`src/rtl/stream_pkg.sv`:
```
// Shared defaults and the operand-pair payload type for the pair-splitting stream block.
package stream_pkg;

    localparam int unsigned WIDTH          = 8;
    localparam int unsigned AMOUNT_OF_DATA = 16;
    localparam int unsigned DEPTH          = 4;

    typedef struct packed {
        logic [WIDTH-1:0] op1;
        logic [WIDTH-1:0] op2;
    } operand_pair_t;

endpackage

```
`src/rtl/stream_chan_fifo.sv`:
```
// One output channel: a DEPTH-word FIFO with a packet word counter that marks
// the last word of every AMOUNT_OF_DATA-word packet.
module stream_chan_fifo #(
    parameter int unsigned WIDTH          = stream_pkg::WIDTH,
    parameter int unsigned AMOUNT_OF_DATA = stream_pkg::AMOUNT_OF_DATA,
    parameter int unsigned DEPTH          = stream_pkg::DEPTH
) (
    input  logic             clk,
    input  logic             rst,
    input  logic             push,
    input  logic [WIDTH-1:0] push_data,
    output logic             full_c,
    output logic [WIDTH-1:0] data_c,
    output logic             valid_c,
    input  logic             ready,
    output logic             last_c
);

    localparam int unsigned PTR_W  = $clog2(DEPTH);
    localparam int unsigned CNT_W  = PTR_W + 1;
    localparam int unsigned WORD_W = (AMOUNT_OF_DATA > 1) ? $clog2(AMOUNT_OF_DATA) : 1;
    localparam logic [WORD_W-1:0] LAST_WORD = WORD_W'(AMOUNT_OF_DATA - 1);
    localparam logic [CNT_W-1:0]  FULL_CNT  = CNT_W'(DEPTH);

    logic [WIDTH-1:0]  mem [DEPTH];
    logic [PTR_W-1:0]  wr_ptr;
    logic [PTR_W-1:0]  rd_ptr;
    logic [CNT_W-1:0]  count;
    logic [WORD_W-1:0] word_cnt;
    logic              pop;

    // Head word is shown straight from storage, so it is visible one edge after the push.
    assign valid_c = (count != '0);
    assign full_c  = (count == FULL_CNT);
    assign data_c  = mem[rd_ptr];
    assign last_c  = valid_c && (word_cnt == LAST_WORD);
    assign pop     = valid_c && ready;

    always_ff @(posedge clk or negedge rst) begin
        if (!rst) begin
            wr_ptr   <= '0;
            rd_ptr   <= '0;
            count    <= '0;
            word_cnt <= '0;
            for (int i = 0; i < int'(DEPTH); i++) begin
                mem[i] <= '0;
            end
        end else begin
            if (push) begin
                mem[wr_ptr] <= push_data;
                wr_ptr      <= wr_ptr + PTR_W'(1);
            end
            if (pop) begin
                rd_ptr   <= rd_ptr + PTR_W'(1);
                word_cnt <= (word_cnt == LAST_WORD) ? '0 : word_cnt + WORD_W'(1);
            end
            // Push and pop together leave occupancy unchanged.
            if (push && !pop) begin
                count <= count + CNT_W'(1);
            end else if (!push && pop) begin
                count <= count - CNT_W'(1);
            end
        end
    end

endmodule

```
`src/rtl/stream_pair_split.sv`:
```
// Splits an operand-pair stream into two independently drained operand streams,
// each framed into AMOUNT_OF_DATA-word packets.
module stream_pair_split #(
    parameter int unsigned WIDTH          = stream_pkg::WIDTH,
    parameter int unsigned AMOUNT_OF_DATA = stream_pkg::AMOUNT_OF_DATA,
    parameter int unsigned DEPTH          = stream_pkg::DEPTH
) (
    input  logic               clk,
    input  logic               rst,
    input  logic [2*WIDTH-1:0] data_in,
    input  logic               valid_in,
    output logic               ready_in,
    output logic [WIDTH-1:0]   data_o1,
    output logic               valid_o1,
    input  logic               ready_1,
    output logic               last_o1,
    output logic [WIDTH-1:0]   data_o2,
    output logic               valid_o2,
    input  logic               ready_2,
    output logic               last_o2
);

    logic full1;
    logic full2;
    logic push;

    // Accept only when both channels have room so a pair is never split across time.
    assign ready_in = rst && !full1 && !full2;
    assign push     = valid_in && ready_in;

    stream_chan_fifo #(
        .WIDTH          (WIDTH),
        .AMOUNT_OF_DATA (AMOUNT_OF_DATA),
        .DEPTH          (DEPTH)
    ) u_chan1 (
        .clk       (clk),
        .rst       (rst),
        .push      (push),
        .push_data (data_in[2*WIDTH-1:WIDTH]),
        .full_c    (full1),
        .data_c    (data_o1),
        .valid_c   (valid_o1),
        .ready     (ready_1),
        .last_c    (last_o1)
    );

    stream_chan_fifo #(
        .WIDTH          (WIDTH),
        .AMOUNT_OF_DATA (AMOUNT_OF_DATA),
        .DEPTH          (DEPTH)
    ) u_chan2 (
        .clk       (clk),
        .rst       (rst),
        .push      (push),
        .push_data (data_in[WIDTH-1:0]),
        .full_c    (full2),
        .data_c    (data_o2),
        .valid_c   (valid_o2),
        .ready     (ready_2),
        .last_c    (last_o2)
    );

endmodule

```
`config.mk`:
```
export PLATFORM = sky130hd
export DESIGN_NAME = stream_pair_split
export DESIGN_NICKNAME = d
export VERILOG_FILES = /design/src/rtl/stream_pkg.sv /design/src/rtl/stream_chan_fifo.sv /design/src/rtl/stream_pair_split.sv
export SDC_FILE = /design/constraint.sdc
export NUM_CORES = 1
export LEC_CHECK = 0
export BUFFER_PORTS_ARGS = -buffer_cell sky130_fd_sc_hd__buf_2
export CAP_MARGIN = 20
export CORE_MARGIN = 4
export CORE_UTILIZATION = 53
export DETAILED_ROUTE_END_ITERATION = 6
export PLACE_DENSITY = 0.76
export SLEW_MARGIN = 20
export SYNTH_ARGS = -nofsm -noshare
export SYNTH_HDL_FRONTEND = slang
export SYNTH_HIERARCHICAL = 1
export SYNTH_SLANG_ARGS = --single-unit
export TNS_END_PERCENT = 1
```
`constraint.sdc`:
```
create_clock -name clk -period 2 [get_ports clk]
set_input_delay 0.3 -clock clk [delete_from_list [all_inputs] [get_ports clk]]
set_output_delay 0.3 -clock clk [all_outputs]
set_load 0.05 [all_outputs]
```
## After elaboration in Yosys (flattened, before gate mapping)

Index checks and enable logic that the tools add are counted.

- Word-level logic and storage cells: 80
- Input bits: 21
- Bits in registers: 86

- $add $sub $neg: 10
- Multiplexer cells: 18
- Reductions and logical operators: 22
- Bitwise operators: 4
- Order comparisons: 6
- Eq/ne operators: 4

Operators by type and width:

| operator | number |
|---|---|
| bitwise mux 32 bit | 2 |
| 2-to-1 mux 8 bit | 6 |
| binary-select mux 8 bit (select 2 bit) | 2 |
| demux 8 bit (select 2 bit) | 2 |
| logical AND 1 bit | 13 |
| >= comparator 3 bit, second input constant | 4 |
| 2-to-1 mux 3 bit | 4 |
| inverter 2 -> 3 bit | 4 |
| adder 2 x 1 -> 2 bit, second input constant | 4 |
| adder 4 x 1 -> 4 bit, second input constant | 2 |
| == test 4 bit, second input constant | 2 |
| 2-to-1 mux 4 bit | 2 |
| adder 3 x 1 -> 3 bit, second input constant | 2 |
| == test 3 bit, second input constant | 2 |
| < comparator 3 x 1 -> 1 bit, second input constant | 2 |
| nonzero test 3 bit | 2 |
| subtractor 3 x 1 -> 3 bit, second input constant | 2 |
| zero test 1 bit | 5 |
| nonzero test 2 bit | 2 |

## Longest topological paths before layout

Gate-level depths: netlist of run 1.

- Word-level depth: 9
- Gate-level depth with buffers: 9

## Modules after synthesis

Netlist of run 1, hierarchy kept.

Modules (own cells, without submodules):

| module | cells each | times used | sequential area each (µm²) | area an instance (µm²) |
|---|---|---|---|---|
| stream_chan_fifo | 126 | 2 | 1076.0 | 1968.1 |
| stream_pair_split | 2 | 1 | 0.0 | 20.0 |

## Worst setup path after synthesis of run 1

OpenSTA, ideal clock, no wires.

- Path kind: reg2reg
- Start: reg u_chan1.count[1]
- End: reg u_chan1.count[2]
- Clock period less this slack: 2086 ps
- Cell stages (with the launch flop): 10
- Slack: -86 ps
- Buffers on the path: 1
- Arrival: 2006 ps
- Cells stage by stage: dfrtp_1 -> or3_1 -> buf_6 -> nand2_8 -> ha_1 -> inv_1 -> fa_1 -> xor2_1 -> nor2_1 -> xor2_1

- Elaborated cells between the ends (all ways): 16
- Those cells by class: 2 x add/sub; 1 x eq/ne; 2 x mux; 11 x reduce/logical

RTL lines:

| element | line | source |
|---|---|---|
| from (decl) | stream_chan_fifo.sv:28 | `logic [CNT_W-1:0] count;` |
| from (signal assigned) | stream_chan_fifo.sv:59 | `count <= count + CNT_W'(1);` |
| from (signal assigned) | stream_chan_fifo.sv:61 | `count <= count - CNT_W'(1);` |
| nonzero test 3 bit (*) | stream_chan_fifo.sv:33 | `assign valid_c = (count != '0);` |
| named net valid_o1 | stream_pair_split.sv:14 | `output logic valid_o1,` |
| logical AND 1 bit (*) | stream_chan_fifo.sv:37 | `assign pop = valid_c && ready;` |
| zero test 1 bit | stream_chan_fifo.sv:58 | `if (push && !pop) begin` |
| logical AND 1 bit | stream_chan_fifo.sv:58 |  |
| 2-to-1 mux 3 bit / nonzero test 2 bit (equally long branches) | n/a |  |

Mark *: on every way through the listed nets, which the timed path passes. The rest lies on a longest branch. The select of a mux whose other input is x is not followed.
A chain may end at the register's enable or synchronous reset.

## Final worst setup path of run 1

- Start: reg u_chan1.count[1]
- End: out last_o1

- Longest elaborated chain between the ends: 2

Ends and longest elaborated chain:

| element | line | source |
|---|---|---|
| nonzero test 3 bit | stream_chan_fifo.sv:33 |  |
| logical AND 1 bit | stream_chan_fifo.sv:36 | `assign last_c = valid_c && (word_cnt == LAST_WORD);` |
| to (decl) | stream_pair_split.sv:16 | `output logic last_o1,` |

Every way passes these cells.

==> results.ini, run 1 <==
[status]
status = finished, violations left
violations = setup timing

[worst_setup_path]
arrival_ns = 1.78
cp.required_ns = 1.70
cpMaxStageDelayCell = dfrtp_1
path_class = reg -> out
crit_family = simple AND/OR/NAND/NOR gates
cp-start-kind = flop
crit_path_end_kind = output pin
crit_top_cell = buf_4
path_buf_inv = 3
crit_fanout = 4
crit_chain = buf_4 -> or3_4 -> buf_4 -> and4_2 -> buf_6
cp_slowest_stage_delay_ns = 0.38

[pwr]
p_leak_nw = 2.17
peakVddDrop_mv = 0.680
powerDensity_nw_per_um2 = 1840

[clock_tree]
ctsHoldBuffers = 0
cts.sinks = 86
cts-root-buf = clkbuf_8
insertion_delay_ns = 0.34
clockBufferDepth = 2
cts_tree = built
cts_buffers = 9
htree_levels = 3
clk_pin_slew_worst_paths_ns = 0.08

[yosys]
syn_nets = 289
synthCells = 254
ys_ff_latch = 86
ys_types = 25
netlist_area_sq_um = 3960
synth-edff-count = 0
synth_area_per_cell_sq_um = 15.6
netlist_top_cells_area = dfrtp_1 (54%), mux2_2 (19%), mux4_2 (9.1%), ha_1 (3.8%), xnor2_1 (1.8%)
synth_top_area_cell = dfrtp_1
synthTopCellsByCount = dfrtp_1 (86), mux2_2 (66), mux4_2 (16)
synth.most_common_cell = dfrtp_1
yosysSeqAreaShare_pct = 54.4
async_reset_ff_share_pct = 100
synth_warnings = 6
netlist.area_leader.share_pct = 54.4
ys.flop_type = dfrtp_1

[floorplan]
num_rows = 31
num_io_pins = 42
start_util_pct = 54.5
die_width_um = 94.4
core_sq_um = 7250
dieArea_sq_um = 8910
die_h_um = 94.4

[layout]
fin_cells = 428
ff_latch_area_sq_um = 2150
drive_above_1_share_pct = 54.7
antenna_cells = 0
layout.nets = 359
multi_input_area_sq_um = 1780
final_util_pct = 67.1
syn_to_final_growth_pct = 22.9
nFillCells = 524

[global_route]
first_global_vias = 2466
grt_usage_pct = 17.6
antenna_found_initial = 0
grt_overflow = 0
grt_max_degree = 87
grt_pass1_wl_mm = 12.0

[place]
dpl.cell_count = 408
portBuffers = 41
place.gp.congestion = 0.712
dp_hpwl_mm = 4.84

[job]
maxCapViolCount = 0

[drt]
met1_length_mm = 3.16
highest_layer = met4
dr_wl_met3_um = 243
drtIter0Drc = 62
drc_errors = 0
wl_met2_mm = 3.41
post_drt_wl_per_cell_um = 16.1
viasPerCell = 5.42
drtPass1Iterations = 4
vias = 2318
wl_mm = 6.89
antenna_left = 0

[hold_path]
hold_path_class = in -> async

[sta]
timing.final.crit_share_pct = 104
slew_headroom_pct = 50.9
fin_crit_ns = 2.08
finClkSkew_ns = 0.00981
setup_viol = 4
drv_slew = 0
worst_slew_pin_slew_ns = 0.737
max_freq_mhz = 481
grt_setup_unrepaired = true
finalHoldWorstSlack_ns = 0.130
hold_viol = 0
setup_slack_ns = -0.0783

## routing by layer
layer | GRT usage, % | vias up
li1 | - | 1071
met1 | 23.7 | 1202
met2 | 28.0 | 33
met3 | 4.06 | 12
met4 | 6.98 | 0
met5 | 0 | -
## cells in the final DEF, fill, tap and decap left out, types with 3 or more instances in the layout
master      Yosys  routed
xnor2_1         8       8
buf_2           4      31
ha_1           12      10
buf_12          0       9
buf_4           0      12
mux2_4          4       4
xor2_1          6       6
nand3_1         4       4
clkbuf_8        0      11
nand2_1        12      12
mux2_2         66      66
buf_8           0       3
buf_6           2      11
dfrtp_1        86      86
o21ai_0         4       4
inv_1           6       5
clkinvlp_4      0       3
nor3b_1         3       3
mux4_2         16      16
## stage by stage
step	TNS, ns	setup slack, ns	power, mW	instance area (sq um)
after floorplan	-0.0110	-0.00629	6.59	4010
after global placement	0	0.0349	7.45	4540
after detailed placement	-0.0215	-0.0191	7.62	4540
after CTS	-0.380	-0.102	8.92	4810
after global routing	-0.970	-0.148	9.55	4860
final	-0.232	-0.0783	8.97	4860
## sequential cells by signal (all words and copies together), names as in the netlist
signal / cells
u_chan1/mem: 32
u_chan1/wr_ptr: 2
u_chan2/count: 3
u_chan2/wr_ptr: 2
u_chan2/word_cnt: 4
u_chan2/rd_ptr: 2
u_chan1/rd_ptr: 2
u_chan1/count: 3
u_chan2/mem: 32
u_chan1/word_cnt: 4
## kinds of logic (layout without fill, tap and decap cells)
| group | after synthesis | count (layout) | synth area share, % |
|---|---|---|---|
| buffers and inverters | 14 | 89 | 1.83 |
| XOR/XNOR | 14 | 14 | 3.10 |
| multiplexers | 86 | 86 | 29.4 |
| AO/OA/AOI/OAI | 12 | 12 | 1.90 |
| flip-flops | 86 | 86 | 54.4 |
| adder cells (fa/ha/maj) | 14 | 14 | 4.81 |
| AND/OR/NAND/NOR | 28 | 28 | 4.55 |
## report_power, final
group / total (mW) / internal, mW / switching (mW)
Clock: 1.12 / 0.522 / 0.595
Combinational: 4.65 / 2.25 / 2.40
Sequential: 3.20 / 2.62 / 0.585
Total: 8.97 / 5.40 / 3.58
## repair_timing
item | 4_1_cts | 5_1_grt
resized for setup | 18 | 10
setup endpoints to repair | 12 | 24
setup buffers | 2 | 2
gates cloned | 0 | 0
pin swaps | 2 | 3
## final timing paths
kind                                        from                to  slack (ns)  depth (start not counted)
worst max-delay path            u_chan1/count[1]           last_o1       -0.08                          5
worst min-delay path                         rst  u_chan2/count[0]        0.13                          2
worst max register to register  u_chan2/count[1]  u_chan2/count[2]       -0.07                         10
worst min register to register   u_chan2/mem[12]   u_chan2/mem[12]        0.50                          1
max in group asynchronous                    rst   u_chan1/mem[27]        1.38                          2
min in group clk                     data_in[15]   u_chan1/mem[31]        0.23                          2
## area by class of cell
class                           count  share of cell area (%)
Clock buffer                       12                    3.19
Multi-Input combinational cell    154                    36.5
Sequential cell                    86                    44.3
Clock inverter                      4                   0.643
Inverter                            6                   0.463
Tap cell                           99                    2.55
Timing Repair Buffer               67                    12.4
(Power assumes the default switching activity.)
==> run 2, diff against run 1 <==
--- a/config.mk
+++ b/config.mk
@@ -8,9 +8,9 @@
 export BUFFER_PORTS_ARGS = -buffer_cell sky130_fd_sc_hd__buf_2
 export CAP_MARGIN = 20
 export CORE_MARGIN = 4
-export CORE_UTILIZATION = 53
+export CORE_UTILIZATION = 58
 export DETAILED_ROUTE_END_ITERATION = 6
-export PLACE_DENSITY = 0.76
+export PLACE_DENSITY = 0.79
 export SLEW_MARGIN = 20
 export SYNTH_ARGS = -nofsm -noshare
 export SYNTH_HDL_FRONTEND = slang
==> constraint.sdc (replaced) <==
create_clock -name clk -period 2.27 [get_ports clk]
set_input_delay 0.3405 -clock clk [delete_from_list [all_inputs] [get_ports clk]]
set_output_delay 0.3405 -clock clk [all_outputs]
set_load 0.05 [all_outputs]
==> run 2 against run 1 <==
Against the previous run:
- the flow now finishes without violations
- setup slack better by 0.19 ns
- count of clock-buffer cells in the layout fell by 3
- core utilization up 2.1 points
- final area down 7.6%
- critical path depth shrank 1
- via count fell by 3.2%
- cell count fell by 9.6%
- register-to-register slack improved by 0.20 ns
==> results.ini, run 2 (synthesis gave the netlist of run 1 again) <==
[sta]
timing.final.crit_share_pct = 95.0
setup_viol = 0  ; -4
worst_slew_pin_slew_ns = 0.580  ; -0.157 ns
finClkSkew_ns = 0.00861  ; -0.00120 ns
drv_slew = 0  ; unchanged
finalHoldWorstSlack_ns = 0.0785  ; -0.0512 ns
max_freq_mhz = 464
fin_crit_ns = 2.16
setup_slack_ns = 0.114  ; +0.193 ns
slew_headroom_pct = 61.3  ; +10 points
hold_viol = 0  ; unchanged
grt_setup_unrepaired = false
fin_setup_tns_ns = 0  ; +0.232 ns

[global_route]
grt_max_degree = 48  ; -45%
antenna_found_initial = 0  ; unchanged
grt_overflow = 0  ; unchanged
first_global_vias = 2452  ; -0.57%
grt_usage_pct = 18.8  ; +1.1 points
grt_pass1_wl_mm = 12.0  ; +0.23%

[worst_setup_path]
cp-start-kind = flop
crit_fanout = 5  ; +1
rrSetupSlack_ns = 0.13  ; +0.20 ns
arrival_ns = 1.82  ; +0.04 ns
cp.required_ns = 1.93  ; +0.23 ns
timing.rr.start = u_chan2/count[1]
reg2reg_depth = 6  ; -4
path_class = reg -> out
rr_endpoint = u_chan1/count[1]
crit_path_end_kind = output pin

[clock_tree]
ctsHoldBuffers = 0  ; unchanged
cts-root-buf = clkbuf_8
clk_pin_slew_worst_paths_ns = 0.09  ; about the same
cts.sinks = 86  ; unchanged
cts_resized = 0  ; -18
cts_tree = built
htree_levels = 3  ; unchanged
cts_setup_buffers = 0  ; -2
clockBufferDepth = 2  ; unchanged
insertion_delay_ns = 0.34  ; about the same
cts_buffers = 9  ; unchanged

[place]
dp_hpwl_mm = 4.81  ; -0.78%
place.gp.congestion = 0.741  ; +4.1%
dpl.cell_count = 371  ; -9.1%
portBuffers = 41  ; unchanged
dp_slack_ns = 0.0950  ; +0.114 ns

[layout]
final_cell_mix = dfrtp_1 (86), mux2_2 (66), buf_2 (40)
fin_cells = 387  ; -9.6%
layout_commonest_cell = dfrtp_1
layout.nets = 340  ; -5.3%
drive_above_1_share_pct = 50.6  ; -4.1 points
reg_top3 = u_chan1/mem x32, u_chan2/mem x32
antenna_cells = 0  ; unchanged
syn_to_final_growth_pct = 13.5
nFillCells = 457  ; -13%

[status]
status = finished clean

[floorplan]
start_util_pct = 60.9  ; +6.4 points
num_rows = 29  ; -6.5%
dieArea_sq_um = 8210  ; -7.9%
die_h_um = 90.6  ; -4.0%
num_io_pins = 42  ; unchanged
core_sq_um = 6490  ; -10%
die_width_um = 90.6  ; -4.0%

[drt]
antenna_left = 0  ; unchanged
drtIter0Drc = 70  ; +13%
drc_errors = 0  ; unchanged
vias = 2243  ; -3.2%
viasPerCell = 5.80  ; +7.0%
post_drt_wl_per_cell_um = 18.0  ; +12%
wl_mm = 6.97  ; +1.2%
drtPass1Iterations = 4  ; unchanged

[hold_path]
hold_path_class = in -> async

[job]
maxCapViolCount = 0  ; unchanged

[run 2: worst max-delay path, cell delays in order, from the launching register on]
cell,delay (ns)
dfrtp_1,0.44
or3_4,0.45
buf_4,0.16
and4_2,0.23
buf_2,0.21
[run 2: stage by stage]
stage	utilization (%)	cell area (sq um)
CTS	69.0	4480
finish	69.2	4490
detailed placement	65.6	4260
global placement	65.6	4260
floorplan	-	3960
global route	69.2	4490
[run 2: area by class of cell]
class,count,area (sq um),share of cell area [%]
repair buffers,48,260,5.79
inverters,6,22.5,0.501
clock buffers,9,124,2.76
clock inverters,7,95.1,2.12
flip-flops and latches,86,2150,47.9
multi-input cells,154,1740,38.8
well taps,77,96.3,2.14
[run 2: worst max path at each step]
| stage | to | start |
|---|---|---|
| after floorplan | u_chan1/count[2] | u_chan1/count[1] |
| after global placement | u_chan2/count[2] | u_chan2/count[1] |
| after detailed placement | u_chan1/count[2] | u_chan1/count[1] |
| after CTS | last_o1 | u_chan1/count[1] |
| after global routing | last_o1 | u_chan1/count[0] |
| final | last_o1 | u_chan1/count[1] |
[run 2: routing by layer]
layer	vias to the layer above	share of wire (%)	GRT usage (%)
met4	0	1.0	5.74
met2	44	51	31.2
met5	-	0	0
met1	1163	44	24.6
li1	1030	-	-
met3	6	3.6	4.33
Power of run 2 is left out: the tool's default activity adds up to more than one toggle a clock period on the data nets, which glitch-free logic cannot reach.
==> run 3, diff against run 2 <==
--- a/config.mk
+++ b/config.mk
@@ -7,7 +7,6 @@
 export LEC_CHECK = 0
 export BUFFER_PORTS_ARGS = -buffer_cell sky130_fd_sc_hd__buf_2
 export CAP_MARGIN = 20
-export CORE_MARGIN = 4
 export CORE_UTILIZATION = 58
 export DETAILED_ROUTE_END_ITERATION = 6
 export PLACE_DENSITY = 0.79
==> run 3 against run 2 <==
Against the previous run:
- register-to-register slack improved by 0.04 ns
- critical path depth is 4 higher
- worst hold slack worse by 0.023 ns
- maximum frequency rose by 2.5%
- setup slack better by 0.053 ns
- critical path type is now reg -> reg
- largest cell class unchanged
==> results.ini, run 3 (synthesis gave the netlist of run 1 again) <==
[global_route]
grt_max_degree = 57  ; +19%
grt_pass1_wl_mm = 11.3  ; -6.0%
first_global_vias = 2336  ; -4.7%
grt_usage_pct = 21.0  ; +2.3 points
globalRouteMet1Util_pct = 29.4  ; +4.9 points
use_met2_pct = 33.1  ; +1.9 points
grt_overflow = 0  ; unchanged
grt.busiest_layer = met2
antenna_found_initial = 0  ; unchanged
use_met3_pct = 3.34  ; -0.99 points

[floorplan]
die_width_um = 84.6  ; -6.6%
num_io_pins = 42  ; unchanged
core_sq_um = 6460  ; -0.56%
num_rows = 29  ; unchanged
die_h_um = 84.6  ; -6.6%
start_util_pct = 61.3  ; +0.34 points
dieArea_sq_um = 7160  ; -13%

[layout]
layout.nets = 338  ; -0.59%
final_util_pct = 69.2  ; +0.078 points
syn_to_final_growth_pct = 13.0
design_area_sq_um = 4470  ; -0.45%
ff_latch_area_sq_um = 2150  ; about the same
drive_above_1_share_pct = 50.7  ; about the same
final_cell_mix = dfrtp_1 (85), mux2_2 (66), buf_2 (40)
layout_commonest_cell = dfrtp_1
antenna_cells = 0  ; unchanged
reg_top3 = u_chan1/mem x32, u_chan2/mem x32
multi_input_area_sq_um = 1740  ; +0.14%
nFillCells = 440  ; -3.7%

[worst_setup_path]
reg2reg_depth = 8  ; +2
crit_path_end_kind = flop
arrival_ns = 2.37  ; +0.55 ns
rr_endpoint = u_chan2/count[2]
cp.required_ns = 2.53  ; +0.60 ns
crit_fanout = 5  ; unchanged
cp-start-kind = flop
timing.rr.start = u_chan2/count[1]
path_class = reg -> reg
rrSetupSlack_ns = 0.17  ; +0.04 ns

[drt]
wl_mm = 6.58  ; -5.6%
drc_errors = 0  ; unchanged
drtIter0Drc = 118  ; +69%
antenna_left = 0  ; unchanged
vias = 2216  ; -1.2%
post_drt_wl_per_cell_um = 17.2  ; -4.6%
viasPerCell = 5.79  ; -0.17%
drtPass1Iterations = 6  ; +2

[sta]
grt_setup_unrepaired = false
setup_slack_ns = 0.168  ; +0.0535 ns
finClkSkew_ns = 0.00372  ; -0.00489 ns
slew_headroom_pct = 53.8  ; -7.6 points
fin_setup_tns_ns = 0  ; unchanged
fin_crit_ns = 2.10  ; -0.0535 ns
hold_viol = 0  ; unchanged
worst_slew_pin_slew_ns = 0.694  ; +0.114 ns
timing.final.crit_share_pct = 92.6  ; -2.4 points
setup_viol = 0  ; unchanged
drv_slew = 0  ; unchanged
max_freq_mhz = 476  ; +2.5%

[clock_tree]
cts_buffers = 9  ; unchanged
cts.sinks = 86  ; unchanged
insertion_delay_ns = 0.34  ; about the same
cts_tree = built
clk_pin_slew_worst_paths_ns = 0.08  ; about the same
cts_setup_buffers = 0  ; unchanged
ctsHoldBuffers = 0  ; unchanged
cts-root-buf = clkbuf_8
htree_levels = 3  ; unchanged
clockBufferDepth = 2  ; unchanged

[place]
dpl_cell_area_sq_um = 4250  ; -0.35%
dp_hpwl_mm = 4.47  ; -7.0%
dp_slack_ns = 0.0581  ; -0.0369 ns
portBuffers = 41  ; unchanged
place.gp.congestion = 0.775  ; +4.6%

[hold_path]
hold_path_class = in -> async

[job]
maxCapViolCount = 0  ; unchanged

[status]
status = finished clean

run 3: cell types whose count changed in the layout (fill, tap and decap cells not counted), sizes merged:
cell    change
buf         -2
clkbuf      +1
clkinv      -1
inv         -2
run 3: repair_timing:
action | 4_1_cts | 5_1_grt
resized for setup | 0 | 4
setup endpoints to repair | 0 | 2
hold endpoints to repair | 0 | 0
run 3: worst max path at each step:
stage / startpoint / end / depth (start not counted)
3_3_place_gp: u_chan2/count[1] / u_chan2/count[2] / 8
4_1_cts: u_chan2/count[1] / u_chan2/count[2] / 8
6_report: u_chan2/count[1] / u_chan2/count[2] / 8
2_1_floorplan: u_chan1/count[1] / u_chan1/count[2] / 9
5_1_grt: u_chan2/count[1] / u_chan2/count[2] / 8
3_5_place_dp: u_chan2/count[1] / u_chan2/count[2] / 8
run 3: worst max-delay path, stage by stage, from the launching register on:
cell	delay, ns
dfrtp_1	0.43
or3_4	0.45
nand2_8	0.10
ha_2	0.19
inv_1	0.06
fa_1	0.37
xor2_1	0.15
nor2_1	0.12
xor2_1	0.15
run 3: cell type report:
class,instances,area share [%]
clock buffers,10,3.08
flip-flops and latches,86,48.2
well taps,77,2.15
multi-input cells,154,39.0
inverters,6,0.504
repair buffers,46,5.48
clock inverters,4,1.62
run 3: per-stage QoR:
step,hold WS (ns),cells
detailed placement,0.426,369
finish,0.0556,383
global placement,0.421,369
CTS,0.0519,383
floorplan,0.0449,254
global route,0.0828,383
run 3: routing by layer:
layer  up-vias  share of wire [%]
met1      1160                 46
met4         0                1.2
li1       1020                  -
met3         7                2.5
met5         -                  0
met2        29                 50
Power of run 3 is left out for the same reason.
